--- src/rtl/hazard_track_unit.sv ---
// hazard_track_unit: ID-stage hazard detection and forwarding control.
// Keeps a registered shadow of the EX and MEM stages (rd, op class, store rs2). From that shadow
// and the current ID instruction it produces three things:
//   - operand forwarding selects for ID,
//   - store-data forwarding at EX,
//   - load-use stall and taken-redirect flush controls.
// Two free-running event counters support performance debug.
module hazard_track_unit #(
  parameter int unsigned CNT_W = 32
) (
  input  logic             clk,
  input  logic             rst,
  input  logic [4:0]       rs1_ID,
  input  logic [4:0]       rs2_ID,
  input  logic [4:0]       rd_ID,
  input  logic             rs1use_ID,
  input  logic             rs2use_ID,
  input  logic [1:0]       hazard_optype_ID,
  input  logic             Branch_ID,
  output logic [1:0]       forward_ctrl_A,
  output logic [1:0]       forward_ctrl_B,
  output logic             forward_ctrl_ls,
  output logic             PC_EN_IF,
  output logic             reg_FD_EN,
  output logic             reg_FD_flush,
  output logic             reg_DE_flush,
  output logic [CNT_W-1:0] stall_cnt,
  output logic [CNT_W-1:0] flush_cnt
);

  // Operation classes carried down the pipeline shadow.
  localparam logic [1:0] OpNone  = 2'b00;
  localparam logic [1:0] OpAlu   = 2'b01;
  localparam logic [1:0] OpLoad  = 2'b10;
  localparam logic [1:0] OpStore = 2'b11;

  // Operand source encoding for the ID-stage muxes.
  localparam logic [1:0] FwdRf     = 2'b00;
  localparam logic [1:0] FwdExAlu  = 2'b01;
  localparam logic [1:0] FwdMemAlu = 2'b10;
  localparam logic [1:0] FwdMemLd  = 2'b11;

  localparam logic [CNT_W-1:0] CntOne = CNT_W'(1);

  // EX and MEM stage shadow.
  logic [4:0]       r_ex_rd;
  logic [1:0]       r_ex_op;
  logic [4:0]       r_ex_rs2;
  logic [4:0]       r_mem_rd;
  logic [1:0]       r_mem_op;
  logic [CNT_W-1:0] r_stall_cnt;
  logic [CNT_W-1:0] r_flush_cnt;

  // Match terms; x0 never matches and only register-writing ops qualify.
  logic       w_ex_writes;
  logic       w_mem_writes;
  logic       w_rs1_ex_hit;
  logic       w_rs2_ex_hit;
  logic       w_rs1_mem_hit;
  logic       w_rs2_mem_hit;
  logic       w_rs1_en;
  logic       w_rs2_en;
  logic       w_load_stall;
  logic       w_redirect;
  logic [1:0] w_fwd_a;
  logic [1:0] w_fwd_b;
  logic       w_fwd_ls;

  // Newest-first forwarding priority. An EX load match returns regfile: the operand is
  // either covered by the load-use stall or, for store data, forwarded later at EX.
  function automatic logic [1:0] sel_src(input logic       en,
                                         input logic       ex_hit,
                                         input logic [1:0] ex_op,
                                         input logic       mem_hit,
                                         input logic [1:0] mem_op);
    logic [1:0] src;
    src = FwdRf;
    if (en) begin
      if (ex_hit) begin
        src = (ex_op == OpAlu) ? FwdExAlu : FwdRf;
      end else if (mem_hit) begin
        src = (mem_op == OpAlu) ? FwdMemAlu : FwdMemLd;
      end
    end
    return src;
  endfunction

  // Hazard detection and forwarding selects from ID inputs and the stage shadow.
  always_comb begin
    w_ex_writes   = (r_ex_op == OpAlu) || (r_ex_op == OpLoad);
    w_mem_writes  = (r_mem_op == OpAlu) || (r_mem_op == OpLoad);

    w_rs1_ex_hit  = (rs1_ID != 5'd0) && (rs1_ID == r_ex_rd) && w_ex_writes;
    w_rs2_ex_hit  = (rs2_ID != 5'd0) && (rs2_ID == r_ex_rd) && w_ex_writes;
    w_rs1_mem_hit = (rs1_ID != 5'd0) && (rs1_ID == r_mem_rd) && w_mem_writes;
    w_rs2_mem_hit = (rs2_ID != 5'd0) && (rs2_ID == r_mem_rd) && w_mem_writes;

    w_rs1_en      = rs1use_ID;
    // Store data still needs a forwarded value even though it is not an ALU operand.
    w_rs2_en      = rs2use_ID || (hazard_optype_ID == OpStore);

    // Only true operand uses stall; store data from a load is caught by forward_ctrl_ls.
    w_load_stall  = (r_ex_op == OpLoad) &&
                    ((rs1use_ID && w_rs1_ex_hit) || (rs2use_ID && w_rs2_ex_hit));

    w_redirect    = Branch_ID && !w_load_stall;

    w_fwd_a       = sel_src(w_rs1_en, w_rs1_ex_hit, r_ex_op, w_rs1_mem_hit, r_mem_op);
    w_fwd_b       = sel_src(w_rs2_en, w_rs2_ex_hit, r_ex_op, w_rs2_mem_hit, r_mem_op);

    w_fwd_ls      = (r_ex_op == OpStore) && (r_mem_op == OpLoad) &&
                    (r_ex_rs2 != 5'd0) && (r_ex_rs2 == r_mem_rd);
  end

  // Output drive; reset forces a benign free-running pipeline.
  always_comb begin
    forward_ctrl_A  = FwdRf;
    forward_ctrl_B  = FwdRf;
    forward_ctrl_ls = 1'b0;
    PC_EN_IF        = 1'b1;
    reg_FD_EN       = 1'b1;
    reg_FD_flush    = 1'b0;
    reg_DE_flush    = 1'b0;
    if (!rst) begin
      forward_ctrl_A  = w_fwd_a;
      forward_ctrl_B  = w_fwd_b;
      forward_ctrl_ls = w_fwd_ls;
      if (w_load_stall) begin
        // Hold IF and ID, bubble into EX; any redirect waits until the stall clears.
        PC_EN_IF     = 1'b0;
        reg_FD_EN    = 1'b0;
        reg_DE_flush = 1'b1;
      end else if (Branch_ID) begin
        reg_FD_flush = 1'b1;
      end
    end
  end

  // Advance the stage shadow; a stall injects an empty op into EX.
  always_ff @(posedge clk) begin
    if (rst) begin
      r_ex_rd  <= 5'd0;
      r_ex_op  <= OpNone;
      r_ex_rs2 <= 5'd0;
      r_mem_rd <= 5'd0;
      r_mem_op <= OpNone;
    end else begin
      r_mem_rd <= r_ex_rd;
      r_mem_op <= r_ex_op;
      if (w_load_stall) begin
        r_ex_rd  <= 5'd0;
        r_ex_op  <= OpNone;
        r_ex_rs2 <= 5'd0;
      end else begin
        r_ex_rd  <= rd_ID;
        r_ex_op  <= hazard_optype_ID;
        r_ex_rs2 <= rs2_ID;
      end
    end
  end

  // Event counters, wrapping naturally at their width.
  always_ff @(posedge clk) begin
    if (rst) begin
      r_stall_cnt <= '0;
      r_flush_cnt <= '0;
    end else begin
      if (w_load_stall) begin
        r_stall_cnt <= r_stall_cnt + CntOne;
      end
      if (w_redirect) begin
        r_flush_cnt <= r_flush_cnt + CntOne;
      end
    end
  end

  assign stall_cnt = r_stall_cnt;
  assign flush_cnt = r_flush_cnt;

endmodule

--- config.mk ---
export PLATFORM = sky130hd
export DESIGN_NAME = hazard_track_unit
export DESIGN_NICKNAME = d
export VERILOG_FILES = /design/src/rtl/hazard_track_unit.sv
export SDC_FILE = /design/constraint.sdc
export NUM_CORES = 1
export LEC_CHECK = 0
export CAP_MARGIN = 40
export CORE_MARGIN = 3
export CORE_UTILIZATION = 45
export CTS_BUF_LIST = sky130_fd_sc_hd__clkbuf_8
export DETAILED_ROUTE_END_ITERATION = 7
export HOLD_SLACK_MARGIN = 0.06
export PLACE_DENSITY = 0.84
export SETUP_SLACK_MARGIN = 0.05
export SLEW_MARGIN = 20
export SYNTH_ARGS = -nofsm -noshare
export SYNTH_HDL_FRONTEND = slang
export SYNTH_SLANG_ARGS = --single-unit
--- constraint.sdc ---
create_clock -name clk -period 3.97 [get_ports clk]
set_input_delay 0.5955 -clock clk [delete_from_list [all_inputs] [get_ports clk]]
set_output_delay 0.5955 -clock clk [all_outputs]
set_load 0.1 [all_outputs]
==> results.yml, run 1 <==
synthesis:
  netlist_top_cells_count: "dfxtp_1 (83), nor2_1 (54), xor2_1 (32)"
  yosysMostFrequentCell: "dfxtp_1"
  synth_edf_count: 0
  yosysTopAreaCell: "dfxtp_1"
  synth_fp_nets: 519
  yosys_warnings: 0
  synth_seq_cells: 83
  synth_area_leaders: "dfxtp_1 (39%), xor2_1 (6.7%), xnor2_1 (5.4%), nor2_1 (4.8%), nand4_1 (3.1%)"
  syn_avg_cell_area_um2: 8.59
  synth_cell_types: 53
  seq_area_frac_synth: 0.395
  synth_cells: 490
  synth_top_area_share: 0.395
  ys.flop_type: "dfxtp_1"
  syn_area_mm2: 0.00421
  async_flop_share: 0
place:
  dp_hpwl_um: 9800
  placed_cells: 736
  gp_congestion: 0.897
  port_buffers: 94
power:
  powerDensity_mw_per_mm2: 242
  p_seq_frac: 0.539
  intPower_w: 0.00115
  p_clk_frac: 0.372
  p_total_w: 0.00159
  p_leak_nw: 2.35
  p_comb_frac: 0.089
  switching_share: 0.275
  switchingPower_w: 0.000437
  ir_drop_uv: 197
sta:
  slew_viol_final: 0
  fmaxAchievable_mhz: 286
  rsz0062_at_grt: "no"
  worstMarginPinSlew_ns: 0.631
  post-route-period-util: 0.880
  hold_violations: 0
  finalSetupViolations: 0
  final.setup_skew_ns: 0.0205
  slew_headroom: 0.578
  period_needed_ns: 3.49
  hold_slack_ns: 0.482
detailed_routing:
  vias: 4315
  vias_per_cell: 5.74
  routed_wl_um: 13200
  dr.pass1.iters: 4
  drc: 0
  antenna_left: 0
  wl_per_cell_um: 17.5
  drtIter0Drc: 206
finish:
  syn_to_final_growth_pct: 55.8
  post-route-util: 0.738
  seq_area_mm2: 0.00166
  diodes: 0
  stdcell_count: 752
  num-fill-cells: 582
  fin_nets: 668
  multi_input_area_mm2: 0.00241
  drive_gt1_frac: 0.182
floorplan:
  dieArea_mm2: 0.0105
  die_x_um: 103
  start_util: 0.473
  die_y_um: 103
  io_pins: 95
  num_rows: 34
  coreArea_mm2: 0.00889
worst_setup_path:
  path_buf_inv: 2
  start_kind: "input pin"
  cp.required_ns: 3.37
  path_class: "in -> out"
  reg2reg_slack_ns: 1.32
  critical-path-max-stage-delay_ns: 0.60
  crit_family: "simple AND/OR/NAND/NOR gates"
  worstPathCellList: "clkdlybuf4s50_1 -> or4_1 -> o211a_1 -> nand2_1 -> nor2_1 -> nor4_4 -> a32o_2 -> buf_12"
  cp-end-kind: "primary output"
  crit_slowest_cell: "or4_1"
  critPathMaxFanout: 4
  cp.arrival_ns: 2.90
cts:
  clk_path_buf_depth: 2
  clk_pin_slew_worst_paths_ns: 0.09
  clkLatencyLatePin_ns: 0.36
  post_cts_resized: 0
  root_buffer: "clkbuf_8"
  cts_tree: "yes"
  cts_buffers: 9
  ctsHoldBuffers: 0
  post_cts_buffers: 0
  cts.sinks: 83
  h-tree-depth: 3
global_route:
  antenna_found_initial: 0
  overflow: 0
  grt_pass1_vias: 4523
  grt_usage: 0.260
  grt_max_degree: 54
  grt_pass1_wl_um: 21500
run:
  cap_violations: 0
min_path:
  holdCritPathClass: "reg -> reg"
status:
  status: "complete, no violations"
-- per-stage QoR --
step / setup TNS [ns] / worst slack (ns) / area, µm²
CTS: 0 / 0.480 / 6560
detailed placement: 0 / 0.496 / 6370
global placement: 0 / 0.596 / 5350
finish: 0 / 0.478 / 6560
floorplan: -0.00237 / -0.00237 / 4260
global route: 0 / 0.365 / 6560
-- area by class of cell --
cell class                      instances  share of cell area
Sequential cell                        83               0.253
Tap cell                              108              0.0206
Clock buffer                            9              0.0189
Timing Repair Buffer                  166               0.320
Inverter                               18              0.0103
Clock inverter                          7             0.00992
Multi-Input combinational cell        361               0.367
-- cells in the final DEF (no fill, tap or decap), types with 9 or more instances in the layout --
master            n
xnor2_1          26
clkdlybuf4s50_1  84
inv_1            18
buf_8            59
o21ai_0          12
buf_4             9
nand4_1          21
and2_1           17
xor2_1           32
nor2_1           54
nand3_1          20
clkbuf_8          9
or4_1            14
or3_1            12
and3_1           10
a21oi_1          24
o31ai_1          10
nand2_1          24
dfxtp_1          83
-- power by group through the flow --
stage	combinational (W)	clock (W)	sequential, W
after global placement	0.000133	0	0.000874
after global routing	0.000153	0.000635	0.000857
after CTS	0.000142	0.000596	0.000855
final	0.000142	0.000589	0.000855
after detailed placement	0.000140	0	0.000874
after floorplan	0.0000670	0	0.000887
-- worst reg2reg max path: stages, from the launching register on --
cell and delay [ns]:
dfxtp_1 0.38, inv_1 0.08, ha_1 0.33, and3b_1 0.26
and3_1 0.29, buf_4 0.27, o21ai_0 0.22, buf_4 0.24
or3_1 0.34, a21oi_1 0.16
-- kinds of logic (layout without fill, tap and decap cells) --
| group | count (synthesis) | in the layout | share of synthesized area |
|---|---|---|---|
| AND/OR/NAND/NOR | 211 | 211 | 0.279 |
| AO/OA/AOI/OAI | 83 | 83 | 0.134 |
| flip-flops | 83 | 83 | 0.395 |
| XOR/XNOR | 58 | 58 | 0.121 |
| buffers and inverters | 46 | 200 | 0.0458 |
| adder cells (fa/ha/maj) | 7 | 7 | 0.0208 |
| multiplexers | 2 | 2 | 0.00505 |
-- state kept, by name, indices dropped and copies added (netlist names) --
signal,count
flush_cnt,32
r_ex_op,2
r_mem_op,2
stall_cnt,32
r_mem_rd,5
r_ex_rs2,5
r_ex_rd,5
-- final timing paths --
path | from | to | cells after the start
min | r_ex_op[1]$_SDFF_PP0_ | r_mem_op[1]$_SDFF_PP0_ | 2
max reg2reg | r_ex_op[0]$_SDFF_PP0_ | stall_cnt[28]$_SDFFE_PP0P_ | 9
max | rs2_ID[1] | forward_ctrl_B[0] | 8
min reg2reg | r_ex_op[1]$_SDFF_PP0_ | r_mem_op[1]$_SDFF_PP0_ | 2
-- routing by layer --
| metal | vias to the layer above | GRT usage | share of wire |
|---|---|---|---|
| li1 | 2053 | - | - |
| met1 | 2056 | 0.293 | 0.39 |
| met2 | 170 | 0.466 | 0.52 |
| met3 | 36 | 0.0589 | 0.057 |
| met4 | 0 | 0.112 | 0.029 |
| met5 | - | 0 | 0 |
Power figures use the tool's default switching activity.
==> inputs of run 2 (changes only) <==
CORE_ASPECT_RATIO = 1.5   (was unset)
==> run 2 against run 1 <==
Routed wire length down 1.5%; global-route usage shrank 1.2 points; clock skew fell by 0.010 ns; worst setup slack gained 0.091 ns.
==> results.yml, run 2 (synthesis results as in run 1) <==
status:
  status: "complete, no violations"
sta:
  post-route-period-util: 0.857
  slew_headroom: 0.558
  finalSetupViolations: 0
  period_needed_ns: 3.40
  slew_viol_final: 0
  final.setup_skew_ns: 0.0104
  rsz0062_at_grt: "no"
  fmaxAchievable_mhz: 294
  hold_violations: 0
  worstMarginPinSlew_ns: 0.663
cts:
  clkLatencyLatePin_ns: 0.36
  post_cts_buffers: 0
  ctsHoldBuffers: 0
  cts_tree: "yes"
  cts.sinks: 83
  clk_path_buf_depth: 2
  cts_buffers: 9
  post_cts_resized: 0
  h-tree-depth: 3
  clk_pin_slew_worst_paths_ns: 0.08
  root_buffer: "clkbuf_8"
detailed_routing:
  dr.pass1.iters: 5
  drc: 0
  wl_per_cell_um: 17.2
  vias_per_cell: 5.77
  vias: 4352
  antenna_left: 0
  routed_wl_um: 13000
  drtIter0Drc: 321
worst_setup_path:
  critPathMaxFanout: 4
  start_kind: "input pin"
  cp.required_ns: 3.37
  crit_family: "simple AND/OR/NAND/NOR gates"
  worstSetupStartpoint: "rs2_ID[1]"
  path_class: "in -> out"
  path_buf_inv: 2
  cp-end-kind: "primary output"
  cp.arrival_ns: 2.81
  worstPathCellList: "clkdlybuf4s50_1 -> or4_1 -> o211a_1 -> nand2_1 -> nor2_1 -> nor4_4 -> a32o_2 -> buf_12"
  r2r-start: "r_ex_op[0]$_SDFF_PP0_"
  critical-path-max-stage-delay_ns: 0.58
  crit_slowest_cell: "or4_1"
finish:
  multi_input_area_mm2: 0.00241
  final_common_cell: "clkdlybuf4s50_1"
  drive_gt1_frac: 0.180
  num-fill-cells: 604
  post-route-util: 0.736
  syn_to_final_growth_pct: 57.2
  diodes: 0
  fin_nets: 668
  layout_common_cells: "clkdlybuf4s50_1 (84), dfxtp_1 (83), buf_8 (59)"
  seq_area_mm2: 0.00166
  stdcell_count: 754
global_route:
  grt_max_degree: 66
  antenna_found_initial: 0
  overflow: 0
  grt_pass1_wl_um: 21600
  grt_pass1_vias: 4575
  grt_usage: 0.248
power:
  powerDensity_mw_per_mm2: 262
  p_leak_nw: 2.39
  ir_drop_uv: 233
  switchingPower_w: 0.000394
  p_seq_frac: 0.494
  intPower_w: 0.00134
  p_comb_frac: 0.081
  switching_share: 0.228
  p_clk_frac: 0.425
floorplan:
  die_y_um: 124
  coreArea_mm2: 0.00899
  dieArea_mm2: 0.0106
  io_pins: 95
  die_x_um: 85.0
  num_rows: 42
  start_util: 0.468
min_path:
  holdCritPathClass: "reg -> reg"
  hold_start: "stall_cnt[31]$_SDFFE_PP0P_"
place:
  dp_hpwl_um: 9790
  placed_cells: 738
  gp_congestion: 0.896
  port_buffers: 94
run:
  cap_violations: 0
-- run 2: changes by cell type in the layout (fill, tap and decap cells not counted) --
cell / delta
inv_8: -2
inv_1: +1
clkbuf_8: +1
clkinvlp_4: -1
inv_6: -3
clkinv_2: +2
clkinv_4: -1
bufinv_16: +3
-- run 2: routing by layer --
metal  GRT usage  routed length (µm)  part of all wire  vias up
li1            -                   -                 -     2050
met4       0.158                 704             0.054        0
met2       0.425                6800              0.52      185
met1       0.276                4810              0.37     2052
met3      0.0443                 672             0.052       65
met5           0                   0                 0        -
-- run 2: power groups by stage --
| stage | logic (W) | clock network [W] | registers [W] |
|---|---|---|---|
| 2_1_floorplan | 0.0000670 | 0 | 0.000887 |
| 3_3_place_gp | 0.000131 | 0 | 0.000874 |
| 3_5_place_dp | 0.000140 | 0 | 0.000875 |
| 4_1_cts | 0.000141 | 0.000742 | 0.000855 |
| 5_1_grt | 0.000149 | 0.000773 | 0.000857 |
| 6_report | 0.000140 | 0.000735 | 0.000855 |
-- run 2: worst paths after layout --
path / endpoint / slack, ns / depth (start not counted)
worst max-delay path: forward_ctrl_B[0] / 0.57 / 8
worst min-delay path: stall_cnt[31]$_SDFFE_PP0P_ / 0.49 / 2
worst max register to register: stall_cnt[16]$_SDFFE_PP0P_ / 1.15 / 9
worst min register to register: stall_cnt[31]$_SDFFE_PP0P_ / 0.49 / 2
-- run 2: through the flow --
| stage | area (µm²) | hold slack [ns] | total power (W) | setup WS [ns] | setup TNS [ns] |
|---|---|---|---|---|---|
| 2_1_floorplan | 4260 | 0.451 | 0.000954 | -0.00237 | -0.00237 |
| 3_3_place_gp | 5350 | 0.451 | 0.00101 | 0.609 | 0 |
| 3_5_place_dp | 6370 | 0.476 | 0.00101 | 0.581 | 0 |
| 4_1_cts | 6610 | 0.488 | 0.00174 | 0.569 | 0 |
| 5_1_grt | 6610 | 0.504 | 0.00178 | 0.488 | 0 |
| 6_report | 6610 | 0.488 | 0.00173 | 0.569 | 0 |
-- run 2: layout make-up --
type | instances | share of cell area
multi-input combinational | 361 | 0.364
tap | 110 | 0.0208
clock inverter | 6 | 0.0157
timing repair buffer | 166 | 0.317
inverter | 18 | 0.0102
sequential | 83 | 0.251
clock buffer | 10 | 0.0208
-- run 2: worst register-to-register path: cells and delay by family, from the launching register on --
kind	cells	cell delay (ns)
DFF	1	0.37
and+or+nand+nor	3	0.99
adders and majority gates	1	0.34
AOI/OAI and AO/OA	2	0.41
buffers and inverters	3	0.64
==> inputs of run 3 (changes only) <==
--- a/config.mk
+++ b/config.mk
@@ -15,3 +15,2 @@
 export PLACE_DENSITY = 0.84
-export SETUP_SLACK_MARGIN = 0.05
 export SLEW_MARGIN = 20
--- a/constraint.sdc
+++ b/constraint.sdc
@@ -3,2 +3,2 @@
 set_output_delay 0.5955 -clock clk [all_outputs]
-set_load 0.1 [all_outputs]
+set_load 0.05 [all_outputs]
==> run 3 against run 2 <==
Critical path depth decreased by 1; via count decreased by 8.8%; die area unchanged; clock-buffer cell count unchanged; routed wire length decreased by 14%; sequential power about the same; sequential share of layout area increased by 5.4 points; hold slack got worse by 0.013 ns; design area decreased by 18%; register-to-register slack improved by 0.23 ns; global-route usage decreased by 3.4 points; clock power decreased by 17%; critical endpoint is now reg_DE_flush; largest power group unchanged.
==> results.yml, run 3 (synthesis results as in run 1) <==
floorplan:
  die_y_um: 124
  dieArea_mm2: 0.0106
  start_util: 0.468
  die_x_um: 85.0
  coreArea_mm2: 0.00899
  num_rows: 42
  io_pins: 95
worst_setup_path:
  cp-end-kind: "primary output"
  r2r-start: "r_ex_op[0]$_SDFF_PP0_"
  critPathMaxFanout: 4
  worstSetupStartpoint: "rs2_ID[1]"
  cp.arrival_ns: 2.89
  cp.required_ns: 3.37
  start_kind: "input pin"
  path_class: "in -> out"
detailed_routing:
  vias: 3967
  drc: 0
  antenna_left: 0
  wl_per_cell_um: 16.3
  routed_wl_um: 11200
  vias_per_cell: 5.76
  dr.pass1.iters: 4
  drtIter0Drc: 242
power:
  p_leak_nw: 1.85
  powerDensity_mw_per_mm2: 290
  ir_drop_uv: 201
cts:
  post_cts_resized: 0
  clk_pin_slew_worst_paths_ns: 0.08
  h-tree-depth: 3
  post_cts_buffers: 0
  clk_path_buf_depth: 2
  clkLatencyLatePin_ns: 0.37
  cts_buffers: 9
  root_buffer: "clkbuf_8"
  cts_tree: "yes"
  ctsHoldBuffers: 0
  cts.sinks: 83
global_route:
  grt_pass1_wl_um: 18600
  use_met1: 0.244
  overflow: 0
  grt_max_degree: 76
  grt_util_met2: 0.369
  grt_pass1_vias: 3900
  grt-busiest-layer: "met2"
  grt_usage: 0.214
  grt_use_met3: 0.0470
  antenna_found_initial: 0
sta:
  rsz0062_at_grt: "no"
  fmaxAchievable_mhz: 287
  fin_ws_ns: 0.483
  period_needed_ns: 3.49
  final.setup_skew_ns: 0.0140
  hold_violations: 0
  worstMarginPinSlew_ns: 0.751
  post-route-period-util: 0.878
  slew_viol_final: 0
  setup_tns_ns: 0
  finalSetupViolations: 0
  slew_headroom: 0.500
finish:
  num-fill-cells: 783
  diodes: 0
  layout_common_cells: "clkdlybuf4s50_1 (85), dfxtp_1 (83), nor2_1 (54)"
  multi_input_area_mm2: 0.00237
  fin_nets: 603
  post-route-util: 0.607
  seq_area_mm2: 0.00166
  syn_to_final_growth_pct: 29.5
  final_common_cell: "clkdlybuf4s50_1"
  drive_gt1_frac: 0.0812
min_path:
  holdCritPathClass: "reg -> reg"
  hold_start: "stall_cnt[31]$_SDFFE_PP0P_"
place:
  gp_congestion: 0.892
  pre_cts_slack_ns: 0.494
  dp_hpwl_um: 8190
  port_buffers: 94
status:
  status: "complete, no violations"
run:
  cap_violations: 0
==> run 3: cell types whose count changed in the layout (fill, tap and decap cells not counted), moves of 2 or more <==
cell	delta
buf_16	-5
bufinv_16	-2
buf_4	+2
buf_8	-59
buf_12	-4
==> run 3: report_power, final <==
group / switching, W / internal (W)
Clock: 0.000304 / 0.000302
Combinational: 0.0000658 / 0.0000548
Sequential: 0.0000117 / 0.000843
Total: 0.000382 / 0.00120
==> run 3: worst paths after layout <==
kind	end	slack, ns	depth (start not counted)
worst max-delay path	reg_DE_flush	0.48	7
worst min-delay path	stall_cnt[31]$_SDFFE_PP0P_	0.47	2
worst max register to register	stall_cnt[16]$_SDFFE_PP0P_	1.38	9
worst min register to register	stall_cnt[31]$_SDFFE_PP0P_	0.47	2
==> run 3: stage by stage <==
step                total power (W)  hold slack, ns  area (µm²)  instances
global placement           0.000993           0.455        5260        673
CTS                         0.00159           0.480        5450        689
global route                0.00163           0.500        5450        689
floorplan                  0.000941           0.451        4220        490
finish                      0.00158           0.475        5450        689
detailed placement         0.000995           0.467        5260        673
==> run 3: critical path, cell delays in order <==
cell and delay (ns):
clkdlybuf4s50_1 0.48, or4_1 0.61, o211a_1 0.28, and3_1 0.17
o21ai_1 0.46, inv_1 0.08, buf_4 0.21
==> run 3: cell type report <==
cell class                      instances  share of cell area
Clock buffer                           10              0.0253
Clock inverter                          6              0.0103
Inverter                               18              0.0124
Multi-Input combinational cell        361               0.435
Timing Repair Buffer                  101               0.187
Sequential cell                        83               0.305
Tap cell                              110              0.0253
==> run 3: metal layers <==
metal | vias up | wire length, µm
met5 | - | 0
met4 | 0 | 372
met3 | 29 | 575
met2 | 122 | 5860
met1 | 1899 | 4420
li1 | 1917 | -
